### src/rtl/vend_pkg.sv
// Shared vending-datapath types: coin identifiers, coin values in nickel units,
// and the change-dispenser state encoding.
package vend_pkg;

  typedef enum logic [1:0] {
    NONE    = 2'd0,
    NICKEL  = 2'd1,
    DIME    = 2'd2,
    QUARTER = 2'd3
  } coin_e;

  typedef enum logic [1:0] {
    IDLE   = 2'd0,
    SELECT = 2'd1,
    PULSE  = 2'd2,
    DONE   = 2'd3
  } cd_state_e;

  localparam int unsigned NICKEL_U  = 1;
  localparam int unsigned DIME_U    = 2;
  localparam int unsigned QUARTER_U = 5;

  function automatic int unsigned coin_value(coin_e c);
    case (c)
      QUARTER: return QUARTER_U;
      DIME:    return DIME_U;
      NICKEL:  return NICKEL_U;
      default: return 0;
    endcase
  endfunction

endpackage

### src/rtl/coin_inventory.sv
// Single-denomination coin counter: reloads to INIT on load, counts down on dec,
// saturating at zero.
module coin_inventory #(
  parameter int unsigned WIDTH = 4,
  parameter int unsigned INIT  = 0
) (
  input  logic             clk,
  input  logic             rst_n,
  input  logic             load,
  input  logic             dec,
  output logic [WIDTH-1:0] cnt,
  output logic             empty
);

  always_ff @(posedge clk or negedge rst_n) begin
    if (!rst_n) begin
      cnt <= WIDTH'(INIT);
    end else if (load) begin
      cnt <= WIDTH'(INIT);
    end else if (dec && (cnt != '0)) begin
      cnt <= cnt - WIDTH'(1);
    end
  end

  assign empty = (cnt == '0);

endmodule

### src/rtl/change_dispenser.sv
// Greedy change pay-out: quarters, then dimes, then nickels, one coin at a time
// through a pulse/ack hopper handshake with a sticky timeout fault.
module change_dispenser
  import vend_pkg::*;
#(
  parameter int unsigned AMT_W   = 3,
  parameter int unsigned CNT_W   = 4,
  parameter int unsigned Q_INIT  = 4,
  parameter int unsigned D_INIT  = 8,
  parameter int unsigned N_INIT  = 8,
  parameter int unsigned ACK_TMO = 15
) (
  input  logic             i_clk,
  input  logic             i_rst_n,
  input  logic             i_req,
  input  logic [AMT_W-1:0] i_amount,
  input  logic             i_refill,
  input  logic             i_hop_ack,
  output logic             o_quarter,
  output logic             o_dime,
  output logic             o_nickel,
  output logic             o_busy,
  output logic             o_done,
  output logic             o_short,
  output logic             o_fault,
  output logic [AMT_W-1:0] o_remain,
  output logic [CNT_W-1:0] o_q_cnt,
  output logic [CNT_W-1:0] o_d_cnt,
  output logic [CNT_W-1:0] o_n_cnt
);

  localparam int unsigned TMO_W = (ACK_TMO > 1) ? $clog2(ACK_TMO) : 1;

  cd_state_e        state;
  coin_e            coin;
  coin_e            pick;
  logic [AMT_W-1:0] rem;
  logic [TMO_W-1:0] tmo_cnt;
  logic             shrt;
  logic             fault;
  logic             q_empty, d_empty, n_empty;
  logic             accept, load, ack_hit;

  assign accept  = (state == IDLE) && i_req && !fault;
  assign load    = (state == IDLE) && i_refill && !accept;
  assign ack_hit = (state == PULSE) && i_hop_ack;

  coin_inventory #(.WIDTH(CNT_W), .INIT(Q_INIT)) u_q_inv (
    .clk(i_clk), .rst_n(i_rst_n), .load(load),
    .dec(ack_hit && (coin == QUARTER)), .cnt(o_q_cnt), .empty(q_empty)
  );

  coin_inventory #(.WIDTH(CNT_W), .INIT(D_INIT)) u_d_inv (
    .clk(i_clk), .rst_n(i_rst_n), .load(load),
    .dec(ack_hit && (coin == DIME)), .cnt(o_d_cnt), .empty(d_empty)
  );

  coin_inventory #(.WIDTH(CNT_W), .INIT(N_INIT)) u_n_inv (
    .clk(i_clk), .rst_n(i_rst_n), .load(load),
    .dec(ack_hit && (coin == NICKEL)), .cnt(o_n_cnt), .empty(n_empty)
  );

  // rem==0 fails every compare, so NONE here covers both "finished" and "short"
  always_comb begin
    pick = NONE;
    if ((32'(rem) >= QUARTER_U) && !q_empty) begin
      pick = QUARTER;
    end else if ((32'(rem) >= DIME_U) && !d_empty) begin
      pick = DIME;
    end else if ((32'(rem) >= NICKEL_U) && !n_empty) begin
      pick = NICKEL;
    end
  end

  always_ff @(posedge i_clk or negedge i_rst_n) begin
    if (!i_rst_n) begin
      state   <= IDLE;
      coin    <= NONE;
      rem     <= '0;
      tmo_cnt <= '0;
      shrt    <= 1'b0;
      fault   <= 1'b0;
    end else begin
      case (state)
        IDLE: begin
          if (accept) begin
            rem   <= i_amount;
            shrt  <= 1'b0;
            state <= SELECT;
          end
        end
        SELECT: begin
          if (rem == '0) begin
            state <= DONE;
          end else if (pick == NONE) begin
            shrt  <= 1'b1;
            state <= DONE;
          end else begin
            coin    <= pick;
            tmo_cnt <= '0;
            state   <= PULSE;
          end
        end
        PULSE: begin
          if (i_hop_ack) begin
            coin  <= NONE;
            rem   <= rem - AMT_W'(coin_value(coin));
            state <= SELECT;
          end else if (tmo_cnt == TMO_W'(ACK_TMO - 1)) begin
            coin  <= NONE;
            fault <= 1'b1;
            shrt  <= 1'b1;
            state <= DONE;
          end else begin
            tmo_cnt <= tmo_cnt + TMO_W'(1);
          end
        end
        DONE: begin
          state <= IDLE;
        end
        default: begin
          state <= IDLE;
        end
      endcase
    end
  end

  assign o_quarter = (coin == QUARTER);
  assign o_dime    = (coin == DIME);
  assign o_nickel  = (coin == NICKEL);
  assign o_busy    = (state != IDLE);
  assign o_done    = (state == DONE);
  assign o_short   = shrt;
  assign o_fault   = fault;
  assign o_remain  = rem;

endmodule
### config.mk
export PLATFORM = sky130hd
export DESIGN_NAME = change_dispenser
export DESIGN_NICKNAME = d
export VERILOG_FILES = /design/src/rtl/vend_pkg.sv /design/src/rtl/coin_inventory.sv /design/src/rtl/change_dispenser.sv
export SDC_FILE = /design/constraint.sdc
export NUM_CORES = 1
export LEC_CHECK = 0
export CORE_AREA = 2 2 61 63
export DETAILED_ROUTE_END_ITERATION = 7
export DIE_AREA = 0 0 63 65
export HOLD_SLACK_MARGIN = 0.12
export PLACE_DENSITY_LB_ADDON = 0.15
export SYNTH_ARGS = -nofsm -noshare
export SYNTH_HDL_FRONTEND = slang
export SYNTH_HIERARCHICAL = 1
export SYNTH_SLANG_ARGS = --single-unit
### constraint.sdc
create_clock -name i_clk -period 2.69 [get_ports i_clk]
set_input_delay 0.538 -clock i_clk [delete_from_list [all_inputs] [get_ports i_clk]]
set_output_delay 0.538 -clock i_clk [all_outputs]
set_load 0.02 [all_outputs]
# After elaboration in Yosys (flattened, before gate mapping)
# Cells that the tools add are included.
[classes]
addsub = 5
magnitude_cmp = 3
eq_ne = 16
mux = 37
n_bitwise = 1
reduce_logical = 41
[ops]
columns = ["operator", "count"]
rows = [
  ["4-bit two-way mux", 10],
  ["2-bit two-way mux", 9],
  ["1-bit logical AND", 14],
  ["2-bit inequality test (second input constant)", 7],
  ["4-bit zero test", 3],
  ["3-bit two-way mux", 4],
  ["2-bit nonzero test", 6],
  ["4-bit nonzero test", 3],
  ["4-bit by 1-bit subtractor with 4-bit output (second input constant)", 3],
  ["3-bit one-hot mux with 3 select lines", 1],
  ["2-bit == test (second input constant)", 4],
  ["1-bit two-way mux", 8],
  ["2-bit one-hot mux with 4 select lines", 1],
  ["4-bit one-hot mux with 2 select lines", 1],
  ["3-bit one-hot mux with 2 select lines", 1],
  ["3-bit AND reduction", 2],
  ["6-bit AND reduction", 1],
  ["1-bit zero test", 5],
  ["5-bit AND reduction", 1],
  ["4-bit by 1-bit adder with 4-bit output (second input constant)", 1],
  ["2-bit by 1-bit == test with 1-bit output (second input constant)", 2],
  ["4-bit == test (second input constant)", 1],
  ["2-bit zero test", 2],
  ["2-bit one-hot mux with 2 select lines", 1],
  ["other kinds (12)", 12],
]
[totals]
reg_bits = 25
input_bits = 8
out_inout_bits = 22
word_cells = 112

# Longest topological paths before layout
[logic_depth]
word_depth = 10
depth_mapped = 8
ltp_nobuf = 8

# Modules after synthesis
# Netlist, hierarchy kept.
[modules_own_cells]
columns = ["module", "n_inst", "cells_each", "area_each_um2", "seq_area_each_um2"]
rows = [
  ["change_dispenser", 1, 108, 993.5, 325.3],
  ["coin_inventory (u_d_inv ...)", 2, 23, 237.7, 101.3],
  ["coin_inventory (u_q_inv)", 1, 22, 236.5, 101.3],
]

# Worst setup path before layout
# OpenSTA, ideal clock, no wires.
[synth_timing]
kind = "register -> register"
start = "reg u_q_inv.cnt[0]"
end = "reg tmo_cnt[1]"
setup_ns = 0.125
t_arrival_ns = 2.292
t_required_ns = 2.565
slack_ns = 0.273
stages_incl_launch_ff = 9
n_path_buf = 0
synth_period_minus_slack_ns = 2.417
path_cell_list = "dfrtp_1 -> inv_1 -> ha_1 -> nor3b_2 -> nor2b_4 -> o21a_1 -> or4_4 -> and3_4 -> mux2_4"
[synth_between]
elab_chain_len = 7
[synth_lines]
columns = ["element", "line", "source"]
rows = [
  ["start, declared", "coin_inventory.sv:11", "output logic [WIDTH-1:0] cnt,"],
  ["start signal, assigned", "coin_inventory.sv:17", "cnt <= WIDTH'(INIT);"],
  ["start signal, assigned", "coin_inventory.sv:19", "cnt <= WIDTH'(INIT);"],
  ["start signal, assigned", "coin_inventory.sv:21", "cnt <= cnt - WIDTH'(1);"],
  ["4-bit zero test", "coin_inventory.sv:25", "assign empty = (cnt == '0);"],
  ["net q_empty", "change_dispenser.sv:41", "logic q_empty, d_empty, n_empty;"],
  ["1-bit zero test", "change_dispenser.sv:66", "if ((32'(rem) >= QUARTER_U) && !q_empty) begin"],
  ["1-bit logical AND", "change_dispenser.sv:66", ""],
  ["2-bit two-way mux", "change_dispenser.sv:66", ""],
  ["2-bit zero test", "change_dispenser.sv:95", "end else if (pick == NONE) begin"],
  ["2-bit inequality test (no line)", "-", ""],
  ["5-bit AND reduction (no line)", "-", ""],
  ["end signal, assigned", "change_dispenser.sv:115", "tmo_cnt <= tmo_cnt + TMO_W'(1);"],
  ["end, declared", "change_dispenser.sv:38", "logic [TMO_W-1:0] tmo_cnt;"],
]
# The timed path passes the listed nets, and every way through them passes these cells.
# A chain may end at the register's enable or synchronous reset.

# Worst setup path in the final report
# Same ends and word-level chain as after synthesis.

==> metrics.cfg <==
[clock_network]
cts_root_buf=clkbuf_4
cts_tree=done
cts.sinks=25
cts_inserted_buffers=3
postCtsSetupBuffers=0
clock_tree.buffer_depth=2
ctsHtreeMaxLevel=1
clk_latency_ps=330
post_cts_resized=0
hold_buffers=0
path_clk_slew_ps=150

[status]
status=finished, final reports clean

[finish]
layout.nets=234
seq_area_um2=629
area_growth_pct=23.0
nFillCells=319
multi_input_comb_area_um2=986
n_antenna_cell=0
drive_above_1_share_pct=16.6
stdcell_area_um2=2100

[logic_synthesis]
synth_area_um2=1710
synth_nets=198
ys_seq_area_share_pct=36.9
ys_warn_count=6
ys_seq_elements=25
synth.distinct_cells=47
synth_flop_cell=dfrtp_1
avgSynthCellArea_um2=9.69
ys_async_sr_fraction_pct=100
synth_edf_count=0
postSynthCellCount=176

[setup_path]
critPathRequiredTime_ps=2930
rr_worst_depth=8
start_kind=register
worst_ep_arrival_time_ps=2750
worstSetupPathType=register to register
cp_max_fo=5
cp-end-kind=register

[global_route]
antenna_found_initial=0
grt_pass1_wl_um=6220
grt_pass1_vias=1357
grt-ovfl-total=0
grt_max_degree=26
grt_use_total_pct=19.2

[hold_path]
hold_class=register to register
hold_depth=1

[routing]
detail-route-antenna-nets=0
dr.pass1.iters=4
via_per_inst=5.41
vias=1400
drtIter0Drc=71
drcViolationCount=0
drt_wl_total_um=3610
routedWlPerCell_um=13.9

[sta]
rsz0062_at_grt=false
slew_violations=0
finalSetupViolations=0
fin_skew_ps=15.3
worst_pin_slew_ps=427
fmax_ghz=0.398
max-slew-margin-rel_pct=71.4
finalSetupTns_ps=0
fin_ws_ps=180
period_needed_ps=2510
hold_viol=0
layout_worst_path_cycle_share_pct=93.3

[die]
pin_count=30
die_w_um=63
die-area_um2=4100
start_util_pct=48.8
core_area_um2=3500
rows=22
die_height_um=65

[placed_design]
place_congestion=0.828
hpwl_um=2790
post-place-ws_ps=199
io_buffers=29
dpl_cell_area_um2=2070

[power]
ir_drop_mv=0.539
leakagePower_nw=0.938
p_per_area_nw_per_um2=1170

[flow_run]
drv_cap=0

[worst paths after layout]
check,startpoint,endpoint,slack [ps]
max in group asynchronous,i_rst_n,u_q_inv/cnt[2]$_DFFE_PN1P_,1820
setup / recovery,u_q_inv/cnt[0]$_DFFE_PN0P_,tmo_cnt[1]$_DFFE_PN0P_,180
setup reg to reg,u_q_inv/cnt[0]$_DFFE_PN0P_,tmo_cnt[1]$_DFFE_PN0P_,180
hold reg to reg,o_fault$_DFFE_PN0P_,o_fault$_DFFE_PN0P_,530
hold / removal,o_fault$_DFFE_PN0P_,o_fault$_DFFE_PN0P_,530
min in group asynchronous,i_rst_n,u_d_inv/cnt[1]$_DFFE_PN0P_,550
[state kept, by name, summed over array words and instances (netlist names)]
| name | count |
|---|---|
| u_q_inv/cnt | 4 |
| u_n_inv/cnt | 4 |
| o_short | 1 |
| o_fault | 1 |
| tmo_cnt | 4 |
| state | 2 |
| coin | 2 |
| u_d_inv/cnt | 4 |
| o_remain | 3 |
[area by class of cell]
class	instances	area share (%)
Clock buffer	4	1.25
Sequential cell	25	30.0
Multi-Input combinational cell	129	47.0
Inverter	20	3.58
Timing Repair Buffer	33	15.3
Tap cell	48	2.86
[worst max-delay path: stages (launching register included)]
cell     delay [ps]
dfrtp_1         430
inv_1           100
ha_1            190
nor3b_2         340
nor2b_4          80
o21a_1          220
or4_4           550
and3_4          220
mux2_4          300
[routing by layer]
layer  global-route usage [%]  part of all wire (%)  vias to the layer above
li1                         -                     -                      677
met1                     22.9                    44                      678
met2                     34.2                    51                       36
met3                     3.30                   3.3                        9
met4                     7.78                   2.1                        0
met5                        0                     0                        -
[layout by cell type (no fill, tap or decap), types with 3 or more instances in the layout]
cell type,Yosys,layout
a211o_1,3,3
a21oi_1,5,5
and3_1,4,4
buf_4,0,4
clkbuf_4,0,3
clkdlybuf4s50_1,0,29
dfrtp_1,22,22
dfstp_2,3,3
ha_1,13,13
inv_1,20,20
mux2_2,5,5
mux2_4,3,3
mux2i_1,3,3
nand2_1,14,14
nand3_1,4,4
nor2_1,18,18
nor2b_1,6,6
nor3_1,4,4
nor3b_2,3,3
o21ai_0,7,7
or4b_4,3,3
[synthesized netlist by cell type (3+ instances only)]
library cell	count	area [um2]
nor2_1	18	67.6
dfrtp_1	22	551
ha_1	13	163
and3_1	4	25.0
inv_1	20	75.1
o21ai_0	7	35.0
mux2_4	3	45.0
dfstp_2	3	78.8
nand3_1	4	20.0
nor3_1	4	20.0
nor3b_2	3	37.5
a211o_1	3	26.3
a21oi_1	5	25.0
nor2b_1	6	37.5
nand2_1	14	52.6
or4b_4	3	41.3
mux2_2	5	56.3
mux2i_1	3	30.0
[metrics by stage]
stage / std cells / util [%] / total power (W) / hold slack, ps
4_1_cts: 259 / 60.0 / 0.00247 / 535
6_report: 259 / 60.0 / 0.00246 / 527
3_5_place_dp: 255 / 59.2 / 0.00229 / 497
5_1_grt: 259 / 60.0 / 0.00267 / 554
2_1_floorplan: 176 / - / 0.00176 / 242
3_3_place_gp: 255 / 59.2 / 0.00221 / 486
[power breakdown]
part	total (W)	leakage (nW)	internal (W)	switching [W]
clock network	0.000180	0.0150	0.0000582	0.000122
registers	0.000714	0.315	0.000542	0.000172
logic	0.00157	0.608	0.000770	0.000796
[logic make-up (layout without fill, tap and decap cells)]
| kind of cell | count (synthesis) | after routing | share of synthesized area (%) |
|---|---|---|---|
| AO/OA/AOI/OAI | 28 | 28 | 11.0 |
| XOR/XNOR | 1 | 1 | 0.514 |
| adder cells (fa/ha/maj) | 14 | 14 | 10.7 |
| buffers and inverters | 22 | 57 | 5.28 |
| flip-flops | 25 | 25 | 36.9 |
| multiplexers | 13 | 13 | 9.02 |
| AND/OR/NAND/NOR | 73 | 73 | 26.6 |
No activity file was read; power rests on OpenSTA's default activity.
